===== config.mk =====
export PLATFORM = sky130hd
export DESIGN_NAME = pc_fetch_ctrl
export DESIGN_NICKNAME = d
export VERILOG_FILES = /design/src/rtl/pc_fetch_ctrl.sv
export SDC_FILE = /design/constraint.sdc
export NUM_CORES = 1
export LEC_CHECK = 0
export CORE_AREA = 2 2 125 127
export CTS_BUF_LIST = sky130_fd_sc_hd__clkbuf_8
export DETAILED_ROUTE_END_ITERATION = 8
export DIE_AREA = 0 0 127 129
export PLACE_DENSITY = 0.9
export REMOVE_ABC_BUFFERS = 1
export SYNTH_ARGS = -nofsm -noshare
export SYNTH_HDL_FRONTEND = slang
export SYNTH_SLANG_ARGS = --single-unit

===== constraint.sdc =====
create_clock -name clk_i -period 4 [get_ports clk_i]
set_input_delay 0.4 -clock clk_i [delete_from_list [all_inputs] [get_ports clk_i]]
set_output_delay 0.4 -clock clk_i [all_outputs]
set_load 0.005 [all_outputs]

===== src/rtl/pc_fetch_ctrl.sv =====
// pc_fetch_ctrl
//   Program-counter and instruction-fetch sequencer. Issues a request to the
//   instruction ROM and waits for its acknowledge, which may arrive in the
//   same cycle as the request. It then holds the fetched word for the execute
//   stage and selects the next PC from the execute-stage results. The
//   instruction counter is also kept here.
//
//   state | meaning
//   ------+-------------------------------------------------------------
//   IDLE  | after reset; moves to FETCH on the next clock
//   FETCH | irom_req_o high, irom_addr_o = PC; waits for irom_ack_i
//   EXEC  | inst_o/current_pc_o valid; leaves when stall_i is low
//
// Ports
//   clk_i, rst_i          clock, asynchronous active-high reset
//   npc_op_i              next-PC select (00 +4, 01 branch, 10 JAL, 11 JALR)
//   ext_i                 sign-extended immediate
//   alu_result_i          ALU result (JALR target)
//   alu_branch_i          branch-taken flag
//   stall_i               hold the current instruction in EXEC
//   irom_req_o/addr_o     fetch request and address
//   irom_ack_i/inst_i     fetch acknowledge and fetched word
//   current_pc_o, pc4_o   PC of the current instruction and PC+4
//   inst_o, inst_valid_o  latched instruction and its valid flag
//   trap_o                one-cycle pulse after a misaligned target
//   instret_o             retired instruction count
module pc_fetch_ctrl #(
  parameter logic [31:0] RESET_PC = 32'h0000_0000,
  parameter logic [31:0] TRAP_PC  = 32'h0000_001C
) (
  input  logic        clk_i,
  input  logic        rst_i,
  input  logic [1:0]  npc_op_i,
  input  logic [31:0] ext_i,
  input  logic [31:0] alu_result_i,
  input  logic        alu_branch_i,
  input  logic        stall_i,
  output logic        irom_req_o,
  output logic [31:0] irom_addr_o,
  input  logic        irom_ack_i,
  input  logic [31:0] irom_inst_i,
  output logic [31:0] current_pc_o,
  output logic [31:0] pc4_o,
  output logic [31:0] inst_o,
  output logic        inst_valid_o,
  output logic        trap_o,
  output logic [31:0] instret_o
);

  typedef enum logic [1:0] {
    IDLE  = 2'b00,
    FETCH = 2'b01,
    EXEC  = 2'b10
  } state_t;

  state_t      state;
  logic [31:0] pc;
  logic [31:0] inst;
  logic [31:0] instret;
  logic        trap;
  logic [31:0] pc_plus4;
  logic [31:0] pc_plus_ext;
  logic [31:0] target;

  assign pc_plus4    = pc + 32'd4;
  assign pc_plus_ext = pc + ext_i;

  // All additions wrap modulo 2^32; JALR drops bit 0 before the alignment check.
  always_comb begin
    target = pc_plus4;
    case (npc_op_i)
      2'b01:   target = alu_branch_i ? pc_plus_ext : pc_plus4;
      2'b10:   target = pc_plus_ext;
      2'b11:   target = alu_result_i & ~32'h1;
      default: target = pc_plus4;
    endcase
  end

  always_ff @(posedge clk_i or posedge rst_i) begin
    if (rst_i) begin
      state   <= IDLE;
      pc      <= RESET_PC;
      inst    <= 32'h0;
      instret <= 32'h0;
      trap    <= 1'b0;
    end else begin
      trap <= 1'b0;
      case (state)
        IDLE: state <= FETCH;
        FETCH: begin
          if (irom_ack_i) begin
            inst  <= irom_inst_i;
            state <= EXEC;
          end
        end
        EXEC: begin
          if (!stall_i) begin
            instret <= instret + 32'd1;
            state   <= FETCH;
            // A misaligned target still retires the instruction; fetch resumes at the trap vector.
            if (target[1:0] != 2'b00) begin
              pc   <= TRAP_PC;
              trap <= 1'b1;
            end else begin
              pc <= target;
            end
          end
        end
        default: state <= IDLE;
      endcase
    end
  end

  // Request and valid decode straight from the state register, so an
  // asynchronous reset drops them without waiting for a clock.
  assign irom_req_o   = (state == FETCH);
  assign inst_valid_o = (state == EXEC);
  assign irom_addr_o  = pc;
  assign current_pc_o = pc;
  assign pc4_o        = pc_plus4;
  assign inst_o       = inst;
  assign trap_o       = trap;
  assign instret_o    = instret;

endmodule


==> results of run 1 <==
[registers in the layout, summed over array words and instances (netlist names)]
register      count
instret_o        32
current_pc_o     32
trap_o            1
state             2
inst_o           32
[metrics by stage]
step | hold slack [ps] | setup WS (ps) | cell area [sq um]
3_5_place_dp | 470 | 535 | 9340
6_report | 484 | 340 | 9520
2_1_floorplan | 465 | 1010 | 6360
5_1_grt | 498 | 222 | 9520
4_1_cts | 487 | 377 | 9520
3_3_place_gp | 456 | 634 | 9340
[layout by cell type, fill, tap and decap left out, types with 5 or more instances in the layout]
cell               n
xnor2_1           60
nand2_1           75
o21ai_0           37
mux2_2            32
ha_1              33
nand4_1           23
dfrtp_1           99
xor2_1            26
clkdlybuf4s50_1  264
a21o_1            11
nand3_1           28
buf_4             13
and3_1             6
a21oi_1           44
a31oi_1            8
clkbuf_8           9
and2_1             7
a21boi_0           5
nand2b_1           5
nor2_1            46
nor3_1            11
a221oi_1          10
inv_1             20
a222oi_1          13
[routing by layer]
layer  routed length [microns]  GRT usage [%]  vias up
met1                      8400           31.4     3073
met2                     10800           45.2      323
met3                      1680           3.74       44
met4                       560           8.40        0
li1                          -              -     3057
met5                         0              0        -
[cells by family after synthesis]
logic type                 Yosys count
AOI/OAI and AO/OA                  168
and+or+nand+nor                    226
adders and majority gates           34
muxes                               33
buffers and inverters               75
xor gates and xnor gates            86
DFF                                 99
[power groups by stage]
| stage | logic (mW) | clock network [mW] | registers, mW |
|---|---|---|---|
| 3_5_place_dp | 3.41 | 0 | 1.75 |
| 5_1_grt | 3.72 | 0.678 | 1.79 |
| 2_1_floorplan | 1.67 | 0 | 1.70 |
| 6_report | 3.43 | 0.635 | 1.74 |
| 4_1_cts | 3.43 | 0.642 | 1.73 |
| 3_3_place_gp | 3.34 | 0 | 1.72 |
[cell type report]
| type | count | area share (%) |
|---|---|---|
| clock buffer | 9 | 1.30 |
| clock inverter | 7 | 0.618 |
| inverter | 21 | 0.854 |
| multi-input combinational | 547 | 39.9 |
| sequential | 99 | 26.0 |
| tap | 188 | 2.47 |
| timing repair buffer | 277 | 28.8 |
[worst max path at each step]
stage                               start               end  slack [ps]  cells after the start
after floorplan                     rst_i   current_pc_o[0]        1010                      1
after global placement           ext_i[0]  current_pc_o[30]         630                     13
after detailed placement         ext_i[0]  current_pc_o[30]         530                     13
after CTS                 current_pc_o[9]         pc4_o[31]         380                      8
after global routing      current_pc_o[7]         pc4_o[31]         220                      8
final                     current_pc_o[9]         pc4_o[31]         340                      8
==> summary.txt, run 1 <==
Synth
  – Yosys top cell area share: 37.0%
  – Synth top area cells: dfrtp_1 (37%), xnor2_1 (7.8%), ha_1 (6.2%)
  – Yosys warns: 0
  – Ys flop type: dfrtp_1
  – Ys async rst share: 100%
  – Mapped Cells: slightly above 700
  – Post-synth cell types: 69
  – Top-count cell post-synth: dfrtp_1
  – Area leader, netlist: dfrtp_1
  – Yosys reg bits: 99
  – Synth Area in Compound Gates: between 15 and 20%
  – Simple-Gate Fraction of Synth Area: 16.7%
  – Register area share after synthesis: 37.0%
  – Post-Syn Area: roughly 6700 sq um
  – Largest family of logic cells by synthesized area: compound AO/OA/AOI/OAI gates
  – Leading cell types by count after synthesis: dfrtp_1 (99), nand2_1 (75), xnor2_1 (60)
  – Multiplexer share of the synthesized area: 5.53%
  – Syn Area/Cell: 9.29 sq um
  – Post-synthesis adder-cell area fraction: 6.46%
  – Xor/xnor share of the synthesized area: between 10% and 20%
  – Post-synth EDFFs: 0

Setup path
  – Delay-heaviest family, CP: simple AND/OR/NAND/NOR gates
  – Slowest cell on the critical path: dfrtp_1
  – Reg2reg end: current_pc_o[30]
  – Worst path bufs/invs: 1
  – Nature of the critical path startpoint: flop
  – Worst Path Arrival: 3260 ps
  – Crit-path cells: nand4_1, nor2_1, nand2_1, nor3_4, nand3_2, or3_4, xnor2_1, clkdlybuf4s50_1
  – Kind of critical path: reg2out
  – Setup crit end kind: output pin
  – Largest stage delay, worst path: 550 ps
  – R2r startpoint: current_pc_o[0]
  – Worst path required time: around 3600 ps
  – Worst Path Max Fanout: 7
  – Flop2flop setup slack: 880 ps
  – Worst Reg2Reg Path Length in Cells: 12

Power
  – Switching portion of total power: between 30% and 40%
  – Comb pwr share: 59.1%
  – Internal power: ~3.6 mW
  – Leakage: 3.94 nW
  – Peak VDD IR: 375 uV
  – Clock power frac: 10.9%
  – Pwr/cell area: a little over 600 nW/um^2
  – Total Power: around 5.8 mW
  – Seq pwr share: 30.0%
  – P_sw: 2.25 mW

Worst hold path
  – Hold_sp: instret_o[31]
  – HP Class: reg2reg
  – Worst Hold Depth: 1
  – Hold Crit Endpoint: instret_o[31]

Finish
  – Util after Layout: 63.6%
  – Final Instance Count excl. Fillers: 1148
  – Diodes inserted: 0
  – Layout cells sized above 1: 7.92%
  – Final net count: 1092
  – Storage cell area: 2480 sq um
  – Fillcell total: 1206
  – Multi-input gate area in the final layout: 3800 sq um
  – Synth-to-layout area growth: 42.1%

Global routing
  – First-pass GRT wire length: between 30 and 40 mm
  – Largest net degree at the start of global routing: 83
  – Initial antenna violation count: 0
  – Total GRT Usage: 25.2%
  – Vias in the first global route: 6285
  – Total gr overflow: 0

CTS
  – Clk pin slew, worst setup/hold paths: 110 ps
  – PostCTS Resize Cnt: 0
  – CTS Root Cell: clkbuf_8
  – CTS Buf Count: 9
  – Maximum root-to-sink buffer count: 2
  – H-tree depth: 3
  – CTS sink cnt: 99
  – Clk_lat worst skew: 380 ps
  – CTS tree: yes
  – Hold-fix buffers at CTS: 0
  – Postcts setup bufs: 0

Detailed routing
  – Post-route ant nets: 0
  – Iteration-0 DRC Markers: 561
  – DR DRC count: 0
  – Detailed-route via count: 6497
  – Detailed Routing Iterations Pass 1: 5
  – Avg WL per Cell: around 19 microns
  – Via density: around 5.7
  – DRT Wirelength: 21.5 mm

Floorplan
  – Die ar.: 16400 sq um
  – Site Rows: 45
  – Top Ports: 266
  – Die Y: about 130 microns
  – Core ar.: 15000 sq um
  – Starting Density: about 45%
  – DIE WIDTH: 127 microns

STA
  – Layout Skew: 10.1 ps
  – Shortest period the worst path allows: 3660 ps
  – Worst-Margin Slew: 1070 ps
  – F_max: 273 MHz
  – RSZ-0062 raised after global routing: no
  – Max-slew violations: 0
  – Final setup viols: 0
  – Setup TNS: 0 ps
  – Period utilisation layout: 91.5%
  – Final hold vios: 0
  – Rel. slew slack: 28.8%

Flow run
  – Max-Cap Viols: 0

Placement
  – Cells after DPL: 1132
  – Final HPWL DP: 16.3 mm
  – Port bufs: 264
  – Final GP Congestion: 0.939

Status
  – Run status: completed
(Power assumes the default switching activity.)
==> run 2: changes to the inputs <==
- PLACE_DENSITY: 0.9 -> 0.82
==> run 2 against run 1 <==
Effect of this change: first-iteration DRC count decreased by 6.2%; via count fell by 0.91%; sequential cell count did not move; sequential power barely moved; utilization up 0.18 points; largest cell class unchanged; register-to-register slack improved by 60 ps; wire length down 4.1%; total power is essentially flat; combinational power about the same; sequential share of layout area decreased by 0.072 points; count of clock-buffer cells in the layout did not move; global-route usage down 0.46 points.
==> summary.txt, run 2 (synthesis results as in run 1) <==
Finish
  – Fillcell total: 1263
  – Most frequent cells in the layout: clkdlybuf4s50_1 (264), dfrtp_1 (99), nand2_1 (75)
  – Synth-to-layout area growth: 42.5%
  – Final Instance Count excl. Fillers: 1149
  – Commonest non-fill, non-tap cell in the layout: clkdlybuf4s50_1
  – Diodes inserted: 0
  – Util after Layout: a little under two thirds
  – Final net count: 1093
  – Final instance area: 9540 sq um
  – Layout cells sized above 1: roughly 8%

STA
  – Hold_ws: 402 ps
  – Layout Skew: between 15 and 20 ps
  – Worst-Margin Slew: approximately 830 ps
  – Final hold vios: 0
  – Setup TNS: 0 ps
  – Shortest period the worst path allows: 3580 ps
  – F_max: around 280 MHz
  – Period utilisation layout: 89.5%
  – Final setup viols: 0
  – Max-slew violations: 0
  – Final setup margin: 422 ps
  – Rel. slew slack: between 40 and 50%
  – RSZ-0062 raised after global routing: no

Global routing
  – Total gr overflow: 0
  – Largest net degree at the start of global routing: 45
  – Vias in the first global route: 6327
  – First-pass GRT wire length: 32.4 mm
  – Total GRT Usage: around 25%
  – Initial antenna violation count: 0

Setup path
  – Worst Reg2Reg Path Length in Cells: 12
  – Worst Path Arrival: about 3200 ps
  – Worst path required time: ~3600 ps
  – Kind of critical path: reg2out
  – Reg2reg end: current_pc_o[30]
  – Crit. Startpoint: current_pc_o[4]
  – Crit path capture: pc4_o[27]
  – Flop2flop setup slack: 940 ps
  – R2r startpoint: current_pc_o[0]
  – Setup crit end kind: output pin
  – Worst Path Max Fanout: 8
  – Nature of the critical path startpoint: flop

Floorplan
  – Top Ports: 266
  – Core ar.: 15000 sq um
  – Die Y: roughly 130 microns
  – Site Rows: 45
  – Starting Density: 44.7%
  – DIE WIDTH: roughly 130 microns
  – Die ar.: roughly 16000 sq um

Detailed routing
  – DRT Wirelength: 20.6 mm
  – Detailed-route via count: 6438
  – DR DRC count: 0
  – Detailed Routing Iterations Pass 1: 8
  – Avg WL per Cell: 17.9 microns
  – Iteration-0 DRC Markers: 526
  – Via density: about 5.6
  – Post-route ant nets: 0

Flow run
  – Max-Cap Viols: 0

CTS
  – Postcts setup bufs: 0
  – Clk pin slew, worst setup/hold paths: between 100 and 150 ps
  – Clk_lat worst skew: around 390 ps
  – Hold-fix buffers at CTS: 0
  – Maximum root-to-sink buffer count: 2
  – CTS Buf Count: 9
  – CTS sink cnt: 99
  – H-tree depth: 3
  – PostCTS Resize Cnt: 0
  – CTS Root Cell: clkbuf_8
  – CTS tree: yes

Power
  – Pwr/cell area: about 600 nW/um^2
  – Leakage: 3.95 nW
  – Peak VDD IR: roughly 320 uV
  – Total Power: approximately 5.8 mW

Placement
  – Pre-CTS setup slack: 598 ps
  – Final GP Congestion: 0.935
  – DP Area: 9340 sq um
  – Final HPWL DP: about 16 mm
  – Port bufs: 264
  – Cells after DPL: 1133

Status
  – Run status: completed

Worst hold path
  – HP Class: in2async
-- run 2: changes by cell type in the layout (fill, tap and decap cells not counted), sizes merged --
| cell | change |
|---|---|
| buf | +1 |
| clkinv | -1 |
| inv | +1 |
-- run 2: layout make-up --
cell class	instances	area (sq um)	area share [%]
Multi-Input combinational cell	547	3800	39.8
Timing Repair Buffer	278	2750	28.8
Sequential cell	99	2480	26.0
Tap cell	188	235	2.46
Clock buffer	9	124	1.30
Inverter	21	81.3	0.852
Clock inverter	7	77.6	0.813
-- run 2: how the worst min path moves through the flow --
stage	cells after the start	slack [ps]	end
floorplan	1	460	instret_o[31]
global placement	1	460	instret_o[31]
detailed placement	1	470	instret_o[31]
CTS	2	410	inst_o[30]
global route	2	460	inst_o[31]
finish	2	400	inst_o[30]
-- run 2: per-layer routing --
metal  share of wire (%)  vias up  wire [microns]  global-route usage, %
li1                    -     3057               -                      -
met1                  41     3082            8480                   31.7
met2                  51      274           10500                   43.9
met3                 6.0       25            1250                   2.91
met4                 1.8        0             375                   7.95
met5                   0        -               0                      0
-- run 2: power by group --
part	switching, mW	total, mW	internal, mW	leakage [nW]
clock	0.421	0.669	0.248	0.0983
combinational	1.42	3.41	1.99	2.60
sequential	0.400	1.72	1.32	1.25
total	2.24	5.80	3.56	3.95
-- run 2: worst max-delay path, stage by stage (launching register included) --
cell,delay [ps]
dfrtp_1,510
and3_1,220
nand3_1,270
nor3_4,440
nand3_2,240
nor3_1,390
xor2_1,190
clkdlybuf4s50_1,540
==> patch, RTL diff (config.mk and constraints of run 2) <==
The 3 states of `state_t` get a one-hot encoding in 3 bits.
--- a/src/rtl/pc_fetch_ctrl.sv
+++ b/src/rtl/pc_fetch_ctrl.sv
@@ -47,10 +47,10 @@
   output logic [31:0] instret_o
 );
 
-  typedef enum logic [1:0] {
-    IDLE  = 2'b00,
-    FETCH = 2'b01,
-    EXEC  = 2'b10
+  typedef enum logic [2:0] {
+    IDLE  = 3'b001,
+    FETCH = 3'b010,
+    EXEC  = 3'b100
   } state_t;
 
   state_t      state;
Check against the original RTL: same outputs for any inputs over 4 cycles, from zero or initial values and one cycle with rst_i high; so few cycles prove little.
==> patch against run 2 <==
- sequential share of layout area shrank 0.18 points
- highest routed layer unchanged
- first-iteration DRC count grew 15%
- worst hold slack gained 0.082 ns
- setup slack lost 0.077 ns
- power shrank 5.8%
- routed wire length grew 5.7%
- sequential cell count grew 1
- area after synthesis grew 3.4%
- design area grew 1.8%
- critical path type unchanged
==> patch: results (changes against run 2) <==
- Status: completed
- Critical Path Start: current_pc_o[4]$_DFFE_PP0P_
- Synth warnings: 0 (unchanged)
- Cells after DPL: 1,161 (+2.5%)
- DR vias/cell: 5.684 (+1.4%)
- Peak supply drop: 0.4075 mV (+29%)
- CTS resizes: 0 (unchanged)
- Clock Path Buffers: 2 (unchanged)
- Worst Path Max Fanout: 9 (+1)
- Share of layout cells above drive strength 1: 7.786% (-0.23 points)
- Synth area leaders: dfrtp_1 (36%), xnor2_1 (7.1%), ha_1 (6.0%), mux2_2 (5.5%), a21oi_1 (3.8%)
- GRT Resource Usage Total: 26.01% (+1.2 points)
- Clk_lat worst skew: 0.38 ns
- Largest net degree at the start of global routing: 68 (+51%)
- Number of unique standard cell types used by synthesis: 68 (-1.4%)
- DR pass1 iterations: 5 (-3)
- Worst slew pin tran: 0.8622 ns (+0.03049 ns)
- Worst endpoint data arrival time: 3.26 ns (+0.08 ns)
- Vias in the first global route: 6,277 (-0.79%)
- First-pass GRT wire length: 33.71 mm (+3.9%)
- Final Net Count: 1,121 (+2.6%)
- Syn_area_per_cell: 9.152 µm² (-1.5%)
- CP delay by family, top: simple AND/OR/NAND/NOR gates
- Hold Path Class: reg -> reg
- R2r startpoint: current_pc_o[2]$_DFFE_PP0P_
- WS Path Type: reg -> out
- Fill cell count: 1,254 (-0.71%)
- Slowest cell on the critical path: nor4_2
- CP max stage delay: 0.72 ns (+0.18 ns)
- Clock slew at reported path FFs: 0.10 ns (-0.02 ns)
- Area after DPL: 0.009540 mm² (+2.1%)
- CTS buffer count: 9 (unchanged)
- GP Congestion: 0.9380 (+0.32%)
- Leakage: 4.039 nW (+2.3%)
- Vias: 6,690 (+3.9%)
- Final Skew: 0.01039 ns (-0.006647 ns)
- Initial antenna violation count: 0 (unchanged)
- Sequential area share after synthesis: 36.14% (-0.85 points)
- Initial DRC count: 606 (+15%)
- Post-Route WL: 21.79 mm (+5.7%)
- DP Wirelength: 16.41 mm (+4.9%)
- Commonest cells in the synthesized netlist: dfrtp_1 (99), nand2_1 (68), xnor2_1 (56), a21oi_1 (52), nor2_1 (43)
- Pre-CTS setup slack: 0.6700 ns (+0.07163 ns)
==> patch: path summary, 6_finish.rpt <==
kind / endpoint / slack, ns / cells past startpoint
max reg2reg: current_pc_o[30]$_DFFE_PP0P_ / 1.00 / 10
min in group asynchronous: inst_o[4]$_DFFE_PP0P_ / 0.54 / 2
max: pc4_o[31] / 0.34 / 6
max in group asynchronous: current_pc_o[19]$_DFFE_PP0P_ / 2.67 / 3
min: instret_o[31]$_DFFE_PP0P_ / 0.48 / 1
min reg2reg: instret_o[31]$_DFFE_PP0P_ / 0.48 / 1
==> patch: final cells by class <==
cell class	instances	area [µm²]	share of cell area (%)
clock buffer	9	123.9	1.275
tap	188	235.2	2.421
sequential	100	2504	25.77
inverter	30	115.1	1.185
clock inverter	7	50.05	0.5152
timing repair buffer	277	2740	28.21
multi-input combinational	566	3946	40.62
==> patch: report_power, final <==
group / leakage (nW) / internal, mW / total (mW) / switching (mW)
Sequential: 1.29 / 1.32 / 1.69 / 0.375
Combinational: 2.66 / 1.82 / 3.16 / 1.35
Clock: 0.0874 / 0.229 / 0.609 / 0.380
Total: 4.04 / 3.36 / 5.47 / 2.10
==> patch: layer usage <==
layer  track usage (%)  wire length [µm]  part of all wire [%]  vias up
li1                  -                 -                     -     3169
met1             36.80              9543                    44     3178
met2             40.45             10030                    46      312
met3             5.988              1863                   8.5       31
met4             6.852               352                   1.6        0
met5                 0                 0                     0        -
==> patch: cells by family after synthesis <==
group | Yosys count | synth area share [%]
DFF | 100 | 36.14
muxes | 35 | 5.671
adders and majority gates | 34 | 6.249
and+or+nand+nor | 230 | 16.71
buffers and inverters | 91 | 6.953
xor gates and xnor gates | 79 | 9.987
AOI/OAI and AO/OA | 188 | 18.30
